## src/rtl/y86_pkg.sv

```systemverilog
// Shared Y86 types for the write-back path.
// Register id, data word and queued write-back entry.
package y86_pkg;

  typedef logic [3:0]  regid_t;
  typedef logic [63:0] word_t;

  localparam regid_t REG_NONE = 4'hF;

  typedef struct packed {
    regid_t dst;
    word_t  val;
  } wb_entry_t;

endpackage

```

## src/rtl/regfile_wb_fifo.sv

```systemverilog
// 2-push / 1-pop circular buffer of write-back entries.
// Ports: push count + two entries, pop; exposes entries, valid mask, head, count.
module regfile_wb_fifo
  import y86_pkg::*;
#(
  parameter int DEPTH = 4
) (
  input  logic                     clk,
  input  logic                     rst_n,
  input  logic [1:0]               i_push_n,
  input  wb_entry_t                i_d0,
  input  wb_entry_t                i_d1,
  input  logic                     i_pop,
  output wb_entry_t                o_mem [DEPTH],
  output logic [DEPTH-1:0]         o_valid,
  output wb_entry_t                o_head,
  output logic [$clog2(DEPTH):0]   o_count
);

  localparam int PW = $clog2(DEPTH);
  localparam int CW = PW + 1;

  wb_entry_t         r_mem [DEPTH];
  logic [PW-1:0]     r_head;
  logic [PW-1:0]     r_tail;
  logic [CW-1:0]     r_count;
  logic              w_pop;

  assign w_pop = i_pop && (r_count != '0);

  always_ff @(posedge clk) begin
    if (!rst_n) begin
      r_head  <= '0;
      r_tail  <= '0;
      r_count <= '0;
    end else begin
      r_tail  <= r_tail + PW'(i_push_n);
      r_head  <= r_head + PW'(w_pop);
      r_count <= r_count + CW'(i_push_n) - CW'(w_pop);
    end
  end

  // Contents need no reset: validity comes from head/count.
  always_ff @(posedge clk) begin
    if (i_push_n != 2'd0)
      r_mem[r_tail] <= i_d0;
    if (i_push_n == 2'd2)
      r_mem[r_tail + PW'(1)] <= i_d1;
  end

  // Slot i is occupied when its distance from head is below count.
  always_comb begin
    logic [PW-1:0] w_off;
    o_valid = '0;
    w_off   = '0;
    for (int i = 0; i < DEPTH; i++) begin
      w_off      = PW'(i) - r_head;
      o_valid[i] = {1'b0, w_off} < r_count;
    end
  end

  assign o_mem   = r_mem;
  assign o_head  = r_mem[r_head];
  assign o_count = r_count;

endmodule

```

## src/rtl/regfile_wb_arbiter.sv

```systemverilog
// Y86 write-back arbiter: queues E/M writes, drains one per cycle, flags busy srcs.
// Ports: wbE_*/wbM_* requests, rf_* write port, srcA/B -> busyA/B, count, overflow.
module regfile_wb_arbiter
  import y86_pkg::*;
#(
  parameter int DEPTH = 4,
  parameter int W     = 64
) (
  input  logic                    clk,
  input  logic                    rst_n,
  input  logic                    wbE_valid,
  input  logic [3:0]              wbE_dst,
  input  logic [W-1:0]            wbE_val,
  input  logic                    wbM_valid,
  input  logic [3:0]              wbM_dst,
  input  logic [W-1:0]            wbM_val,
  output logic                    wb_ready,
  output logic                    rf_we,
  output logic [3:0]              rf_waddr,
  output logic [W-1:0]            rf_wdata,
  input  logic                    rf_ready,
  input  logic [3:0]              srcA,
  input  logic [3:0]              srcB,
  output logic                    busyA,
  output logic                    busyB,
  output logic [$clog2(DEPTH):0]  count,
  output logic                    overflow
);

  logic               w_effE;
  logic               w_effM;
  logic [1:0]         w_push_n;
  wb_entry_t          w_d0;
  wb_entry_t          w_d1;
  wb_entry_t          w_mem [DEPTH];
  wb_entry_t          w_head;
  logic [DEPTH-1:0]   w_valid;
  logic               r_ovf;

  assign w_effE = wbE_valid && (wbE_dst != REG_NONE);
  assign w_effM = wbM_valid && (wbM_dst != REG_NONE);

  // Headroom for a full pair; a same-cycle pop is not credited.
  assign wb_ready = (32'(count) + 32'd2) <= 32'(DEPTH);

  // Compact to slot 0 first so E lands ahead of M.
  always_comb begin
    w_d0.dst = wbM_dst;
    w_d0.val = word_t'(wbM_val);
    w_d1.dst = wbM_dst;
    w_d1.val = word_t'(wbM_val);
    if (w_effE) begin
      w_d0.dst = wbE_dst;
      w_d0.val = word_t'(wbE_val);
    end
  end

  assign w_push_n = wb_ready ? (2'(w_effE) + 2'(w_effM)) : 2'd0;

  always_ff @(posedge clk) begin
    if (!rst_n)
      r_ovf <= 1'b0;
    else if (!wb_ready && (w_effE || w_effM))
      r_ovf <= 1'b1;
  end

  assign overflow = r_ovf;

  regfile_wb_fifo #(
    .DEPTH (DEPTH)
  ) u_fifo (
    .clk      (clk),
    .rst_n    (rst_n),
    .i_push_n (w_push_n),
    .i_d0     (w_d0),
    .i_d1     (w_d1),
    .i_pop    (rf_we && rf_ready),
    .o_mem    (w_mem),
    .o_valid  (w_valid),
    .o_head   (w_head),
    .o_count  (count)
  );

  assign rf_we    = (count != '0);
  assign rf_waddr = rf_we ? w_head.dst : 4'h0;
  assign rf_wdata = rf_we ? W'(w_head.val) : '0;

  always_comb begin
    busyA = 1'b0;
    busyB = 1'b0;
    for (int i = 0; i < DEPTH; i++) begin
      if (w_valid[i] && (w_mem[i].dst == srcA))
        busyA = 1'b1;
      if (w_valid[i] && (w_mem[i].dst == srcB))
        busyB = 1'b1;
    end
    if (srcA == REG_NONE)
      busyA = 1'b0;
    if (srcB == REG_NONE)
      busyB = 1'b0;
  end

endmodule

```

## config.mk

```make
export PLATFORM = sky130hd
export DESIGN_NAME = regfile_wb_arbiter
export DESIGN_NICKNAME = d
export VERILOG_FILES = /design/src/rtl/y86_pkg.sv /design/src/rtl/regfile_wb_fifo.sv /design/src/rtl/regfile_wb_arbiter.sv
export SDC_FILE = /design/constraint.sdc
export NUM_CORES = 1
export LEC_CHECK = 0
export ABC_AREA = 1
export CAP_MARGIN = 20
export CORE_AREA = 5 5 181 183
export CTS_CLUSTER_DIAMETER = 60
export CTS_CLUSTER_SIZE = 8
export DETAILED_ROUTE_END_ITERATION = 10
export DIE_AREA = 0 0 186 188
export HOLD_SLACK_MARGIN = 0.06
export PLACE_DENSITY = 0.8
export SYNTH_ARGS = -nofsm -noshare
export SYNTH_HDL_FRONTEND = slang
export SYNTH_SLANG_ARGS = --single-unit
```

## constraint.sdc

```tcl
create_clock -name clk -period 2.9 [get_ports clk]
set_input_delay 0.435 -clock clk [delete_from_list [all_inputs] [get_ports clk]]
set_output_delay 0.435 -clock clk [all_outputs]
set_load 0.03 [all_outputs]
```

**After elaboration in Yosys (flattened, before gate mapping)**

Index checks and enable logic that the tools add are counted.

- Add/sub/neg operators: 11
- Multipliers: 0
- Div/mod/pow operators: 0
- $lt $le $gt $ge: 10
- Eq/ne operators: 13
- Shifts and indexed selects: 0
- Muxes and demuxes: 25
- Bitwise gates (word level): 3
- Reduce and logical (&&, ||, !) cells: 19

Operators with widths:

| cell | number |
|---|---|
| $bwmux 272 | 2 |
| $mux 272 | 2 |
| $mux 68 | 5 |
| $demux 68 s2 | 2 |
| $bmux 68 s2 | 1 |
| $mux 64 | 1 |
| $eq 4x4->1 | 8 |
| $logic_and 1x1->1 | 15 |
| $lt 2x3->1 | 4 |
| $mux 1 | 10 |
| $ge 3x3->1 const B | 3 |
| $not 2->3 | 3 |
| $eq 4x4->1 const B | 2 |
| $ne 4x4->1 const B | 2 |
| $lt 3x1->1 const B | 2 |
| $add 3x2->4 const B | 1 |
| $le 4x3->1 const B | 1 |
| $mux 4 | 1 |
| $sub 1x2->2 const A | 2 |
| $sub 2x2->2 const A | 2 |
| $add 3x2->3 | 1 |
| $reduce_bool 3->1 | 1 |
| $sub 3x1->3 | 1 |
| $add 1x1->2 | 1 |
| 8 further kinds | 8 |

- Register bits after elaboration: 280
- Latch bits: 0
- RAM bits: 0
- Bits in read-only memories: 0
- Bits of input ports: 149
- Output and inout bits: 76
- Logic and storage cells: 93
- Memories kept: 0

**Depth between registers and ports, before layout**

- Depth in word-level cells: 9
- Mapped depth: 14
- Gate-level depth less buffers: 12

**Modules after synthesis**

From an unflattened synthesis, not the netlist that was laid out.

- Cells, all modules: 3,000
- Area total of the unflattened synthesis: 16,896.2 um^2

By module, submodules not included:

| module | times used | cells an instance | area each (um^2) | sequential area each (um^2) |
|---|---|---|---|---|
| regfile_wb_fifo | 1 | 2,481 | 14,781.7 | 5,585.4 |
| regfile_wb_arbiter | 1 | 519 | 2,114.5 | 20.0 |

**Worst setup path after synthesis**

OpenSTA, ideal clock, no wires.

- Path kind: register to output
- Start point: register u_fifo.r_head[1]
- End point: output busyB
- Arrival time: 2.399 ns
- Data required time: 2.465 ns
- Path slack: 0.066 ns
- Stages on the path, launching flop included: 14
- Path buffers: 2
- Path through: dfxtp_1 -> inv_1 -> nand2_1 -> clkbuf_1 -> buf_1 -> nand2_1 -> ha_1 -> inv_1 -> nor2_1 -> a21boi_0 -> nand3_1 -> nand2_1 -> nor2_1 -> nor2_1

- Word-level cells in the longest chain between the ends: 8
- Elaborated cells between the ends (all ways): 17
- Classes of those cells: add/sub (4); order compare (4); mux (5); reduce/logical (4)

RTL lines:

| what | RTL line | source |
|---|---|---|
| start, declared | regfile_wb_fifo.sv:24 | `logic [PW-1:0] r_head;` |
| start signal, assigned | regfile_wb_fifo.sv:38 | `r_head <= r_head + PW'(w_pop);` |
| $sub 1x2->2 | regfile_wb_fifo.sv:57 | `w_off = PW'(i) - r_head;` |
| $lt 2x3->1 | regfile_wb_fifo.sv:58 | `o_valid[i] = {1'b0, w_off} < r_count;` |
| $logic_and 1x1->1 | regfile_wb_arbiter.sv:94 | `if (w_valid[i] && (w_mem[i].dst == srcB))` |
| $mux 1 (3 in series) | regfile_wb_arbiter.sv:94 |  |
| $mux 1 (*) | regfile_wb_arbiter.sv:94 |  |
| $mux 1 (*) | regfile_wb_arbiter.sv:99 | `if (srcB == REG_NONE)` |
| end, declared | regfile_wb_arbiter.sv:25 | `output logic busyB,` |

Every way passes the cells marked *; elsewhere a longest branch is shown, timed or not.

**Worst setup path after layout**

- Start point: register u_fifo.r_count[1], in the netlist u_fifo.o_count[1]
- End point: output busyB

- Word-level cells in the longest chain between the ends: 7
- Elaborated cells between the ends (all ways): 13
- Classes of those cells: order compare (4); mux (5); reduce/logical (4)

RTL lines:

| what | RTL line | source |
|---|---|---|
| start, declared | regfile_wb_fifo.sv:26 | `logic [CW-1:0] r_count;` |
| start signal, assigned | regfile_wb_fifo.sv:39 | `r_count <= r_count + CW'(i_push_n) - CW'(w_pop);` |
| $lt 2x3->1 | regfile_wb_fifo.sv:58 |  |
| $logic_and 1x1->1 | regfile_wb_arbiter.sv:94 |  |
| $mux 1 (3 in series) | regfile_wb_arbiter.sv:94 |  |
| $mux 1 (*) | regfile_wb_arbiter.sv:94 |  |
| $mux 1 (*) | regfile_wb_arbiter.sv:99 |  |

Marks and branches as above.

==> summary.json <==
{
  "status": {"value": "finished clean"},
  "die_area": {"value": 35000, "unit": "µm²"},
  "synth_area_leader": {"value": "dfxtp_1"},
  "detailedRoute.firstPassIterationCount": {"value": 7},
  "final-setup-viol-count": {"value": 0},
  "cellPowerDensity": {"value": 1170, "unit": "nW/µm²"},
  "timing.fmax": {"value": 351, "unit": "MHz"},
  "detail-route-antenna-nets": {"value": 0},
  "critical_path_most_common_cell": {"value": "nor2_1"},
  "cts_setup_buffers": {"value": 0},
  "worstHoldPathCells": {"value": 4},
  "use_met2": {"value": 0.549},
  "slew_violations": {"value": 0},
  "synth.cells.most_frequent": {"value": "1082 x nand2_1, 553 x nand3_1, 378 x inv_1"},
  "drv_cap": {"value": 0},
  "synth_cell_type_count": {"value": 33},
  "die_y": {"value": 188, "unit": "µm"},
  "power.static_leakage": {"value": 11.8, "unit": "nW"},
  "synth.avg_cell_area": {"value": 5.87, "unit": "µm²"},
  "drtIter0Drc": {"value": 2735},
  "final_hold_viol_count": {"value": 0},
  "grt_pass1_wl": {"value": 97.8, "unit": "mm"},
  "yosys_most_used_dff": {"value": "dfxtp_1"},
  "multi_input_area": {"value": 9260, "unit": "µm²"},
  "synth_fp_nets": {"value": 3066},
  "num-fill-cells": {"value": 2671},
  "clock_sinks": {"value": 280},
  "crit_family": {"value": "flip-flops"},
  "nets": {"value": 3227},
  "worstPathMaxFanout": {"value": 5},
  "yosys.area.top_type_share": {"value": 0.329},
  "path_buf_inv": {"value": 2},
  "path_depth": {"value": 9},
  "layout.area.seq": {"value": 5610, "unit": "µm²"},
  "synth.top_cells.by_area": {"value": "dfxtp_1 33%, nand2_1 24%, nand3_1 16%"},
  "tritoncts": {"value": "yes"},
  "grt_start_max_net_pins": {"value": 69},
  "ir_worst_vdd": {"value": 0.729, "unit": "mV"},
  "post-synth-top-count-cell": {"value": "nand2_1"},
  "antenna_violations_before_repair": {"value": 2},
  "final.period_utilization": {"value": 0.983},
  "initial_util": {"value": 0.548},
  "first_global_vias": {"value": 19200},
  "tns": {"value": 0, "unit": "ns"},
  "worstMarginPinSlew": {"value": 0.976, "unit": "ns"},
  "global_route.overflow_total": {"value": 0},
  "final.setup.worst_slack": {"value": 0.0504, "unit": "ns"},
  "dp_hpwl": {"value": 38.4, "unit": "mm"},
  "pin_count": {"value": 225},
  "h_tree_depth": {"value": 2},
  "grt_use_met3": {"value": 0.0644},
  "inserted_clock_buffers": {"value": 41},
  "grt_busiest_layer": {"value": "met2"},
  "die_width": {"value": 186, "unit": "µm"},
  "synth_edf_count": {"value": 0},
  "worst_ep_required_time": {"value": 2.47, "unit": "ns"},
  "std_cell_rows": {"value": 65},
  "insertion_delay": {"value": 0.52, "unit": "ns"},
  "design_power_total": {"value": 25.0, "unit": "mW"},
  "finalCriticalPeriod": {"value": 2.85, "unit": "ns"},
  "routed-via-count": {"value": 20300},
  "post-place-ws": {"value": -0.0849, "unit": "ns"},
  "coreArea": {"value": 31100, "unit": "µm²"},
  "ys_async_sr_fraction": {"value": 0},
  "timing.critical_path.to_type": {"value": "primary output"},
  "timing.max_slew.rel_slack": {"value": 0.349},
  "syn_area": {"value": 17000, "unit": "µm²"},
  "min-delay-path-class": {"value": "reg -> reg"},
  "cts.clk_slew.worst_paths": {"value": 0.05, "unit": "ns"},
  "synthesis.yosys.warnings": {"value": 0},
  "drive_gt1_frac": {"value": 0.0560},
  "synthCells": {"value": 2904},
  "timing.reg2reg.worst_path_depth": {"value": 11},
  "area_growth": {"value": 25.3, "unit": "%"},
  "setup.worst_path.class": {"value": "reg -> out"},
  "max-clock-path-buffers": {"value": 3},
  "final-instance-count-excl-fill": {"value": 3476},
  "synth.ff_latch_count": {"value": 280},
  "avgRoutedWirePerCell": {"value": 18.1, "unit": "µm"},
  "portion_of_the_post_synthesis_area_used_by_sequential_elements": {"value": 0.329},
  "gpl.final_weighted_congestion": {"value": 0.931},
  "max_stage_delay": {"value": 0.44, "unit": "ns"},
  "cp_max_delay_cell": {"value": "dfxtp_1"},
  "drc_errors": {"value": 0},
  "globalRouteTotalUtil": {"value": 0.340},
  "grt_setup_unrepaired": {"value": "yes"},
  "crit_path_start_kind": {"value": "flop"},
  "worstPathCellList": {"value": "inv_1 -> ha_1 -> nor2_1 -> a21oi_1 -> nand3_1 -> nand2_1 -> nor2_1 -> nor2_1 -> buf_4"},
  "vias_per_instance": {"value": 5.84},
  "placed_cells_incl_taps": {"value": 3424},
  "cp.arrival": {"value": 2.41, "unit": "ns"},
  "final_skew": {"value": 0.0109, "unit": "ns"},
  "port-buffer-count": {"value": 224},
  "clk_root_buffer_cell": {"value": "clkbuf_16"},
  "wirelength": {"value": 62.9, "unit": "mm"},
  "grtUsageMet1": {"value": 0.437}
}
==> logic make-up (layout without fill, tap and decap cells) <==
family                   count (synthesis)  in the layout  share of synthesized area
AND/OR/NAND/NOR                       1880           1880                      0.472
buffers and inverters                  581            749                      0.133
flip-flops                             280            280                      0.329
AO/OA/AOI/OAI                          148            148                     0.0552
adder cells (fa/ha/maj)                 13             13                    0.00999
XOR/XNOR                                 2              2                    0.00103
other                                    0              2                          0
==> placed cells by master (no fill, tap or decap), types with 2 or more instances in the layout <==
cell / netlist / final
nand3b_1: 66 / 66
diode_2: 0 / 2
o211ai_1: 3 / 3
nor2_4: 1 / 8
buf_4: 3 / 52
nand2_2: 1 / 8
buf_12: 0 / 42
a21oi_1: 2 / 2
ha_1: 12 / 12
inv_1: 378 / 378
buf_6: 0 / 3
nor4_1: 2 / 2
dfxtp_2: 0 / 2
clkbuf_1: 121 / 4
clkdlybuf4s50_1: 0 / 154
dfxtp_1: 280 / 278
nand3_1: 553 / 553
nor2_1: 164 / 163
inv_2: 2 / 2
nand2_1: 1082 / 1073
dlygate4sd2_1: 0 / 61
nand2_4: 1 / 3
o22ai_1: 136 / 136
clkbuf_16: 0 / 43
clkbuf_8: 0 / 2
dlymetal6s2s_1: 0 / 6
==> state kept, by name, indices dropped and copies added (netlist names) <==
| signal | flops |
|---|---|
| overflow | 1 |
| u_fifo.o_mem | 272 |
| u_fifo.o_count | 3 |
| u_fifo.r_tail | 2 |
| u_fifo.r_head | 2 |
==> layer usage <==
metal / share of wire / vias to the layer above
met2: 0.46 / 1446
met4: 0.048 / 0
met3: 0.13 / 266
met1: 0.37 / 9172
met5: 0 / -
li1: - / 9426
==> where the power goes <==
part,switching (mW),total (mW),internal [mW],leakage [nW]
Combinational,9.43,14.3,4.87,8.88
Clock,1.69,4.35,2.66,0.554
Sequential,0.604,6.40,5.80,2.35
==> final cells by class <==
class                      count  area share
sequential                   280       0.263
antenna                        2    0.000234
clock inverter                 1    0.000410
inverter                     380      0.0668
multi-input combinational   2043       0.434
timing repair buffer         319       0.160
tap                          402      0.0236
clock buffer                  49      0.0524
==> metrics by stage <==
step	util	hold WS [ns]	instance area, µm²
CTS	0.686	0.544	21300
global placement	0.652	0.525	20300
finish	0.687	0.546	21300
floorplan	-	0.516	17000
global route	0.687	0.567	21300
detailed placement	0.652	0.531	20300
==> final timing paths <==
kind,start,endpoint,slack [ns]
hold reg to reg,u_fifo.o_mem[113],u_fifo.o_mem[113],0.55
setup reg to reg,u_fifo.o_count[1],u_fifo.o_count[2],0.38
hold / removal,u_fifo.o_mem[113],u_fifo.o_mem[113],0.55
setup / recovery,u_fifo.o_count[1],busyB,0.05
==> timing repair <==
| action | 4_1_cts | 5_1_grt |
|---|---|---|
| hold buffers | 0 | 0 |
| setup endpoints to repair | 63 | 26 |
| hold endpoints to repair | 0 | 0 |
| gates resized for setup | 66 | 10 |
==> tightest hold or removal path, cell delays in order (launching register included) <==
cell and delay [ns]:
dfxtp_1 0.30, inv_1 0.04, nand2_1 0.06, nand3_1 0.07, nand2_1 0.05
No activity file was read; power rests on OpenSTA's default activity.
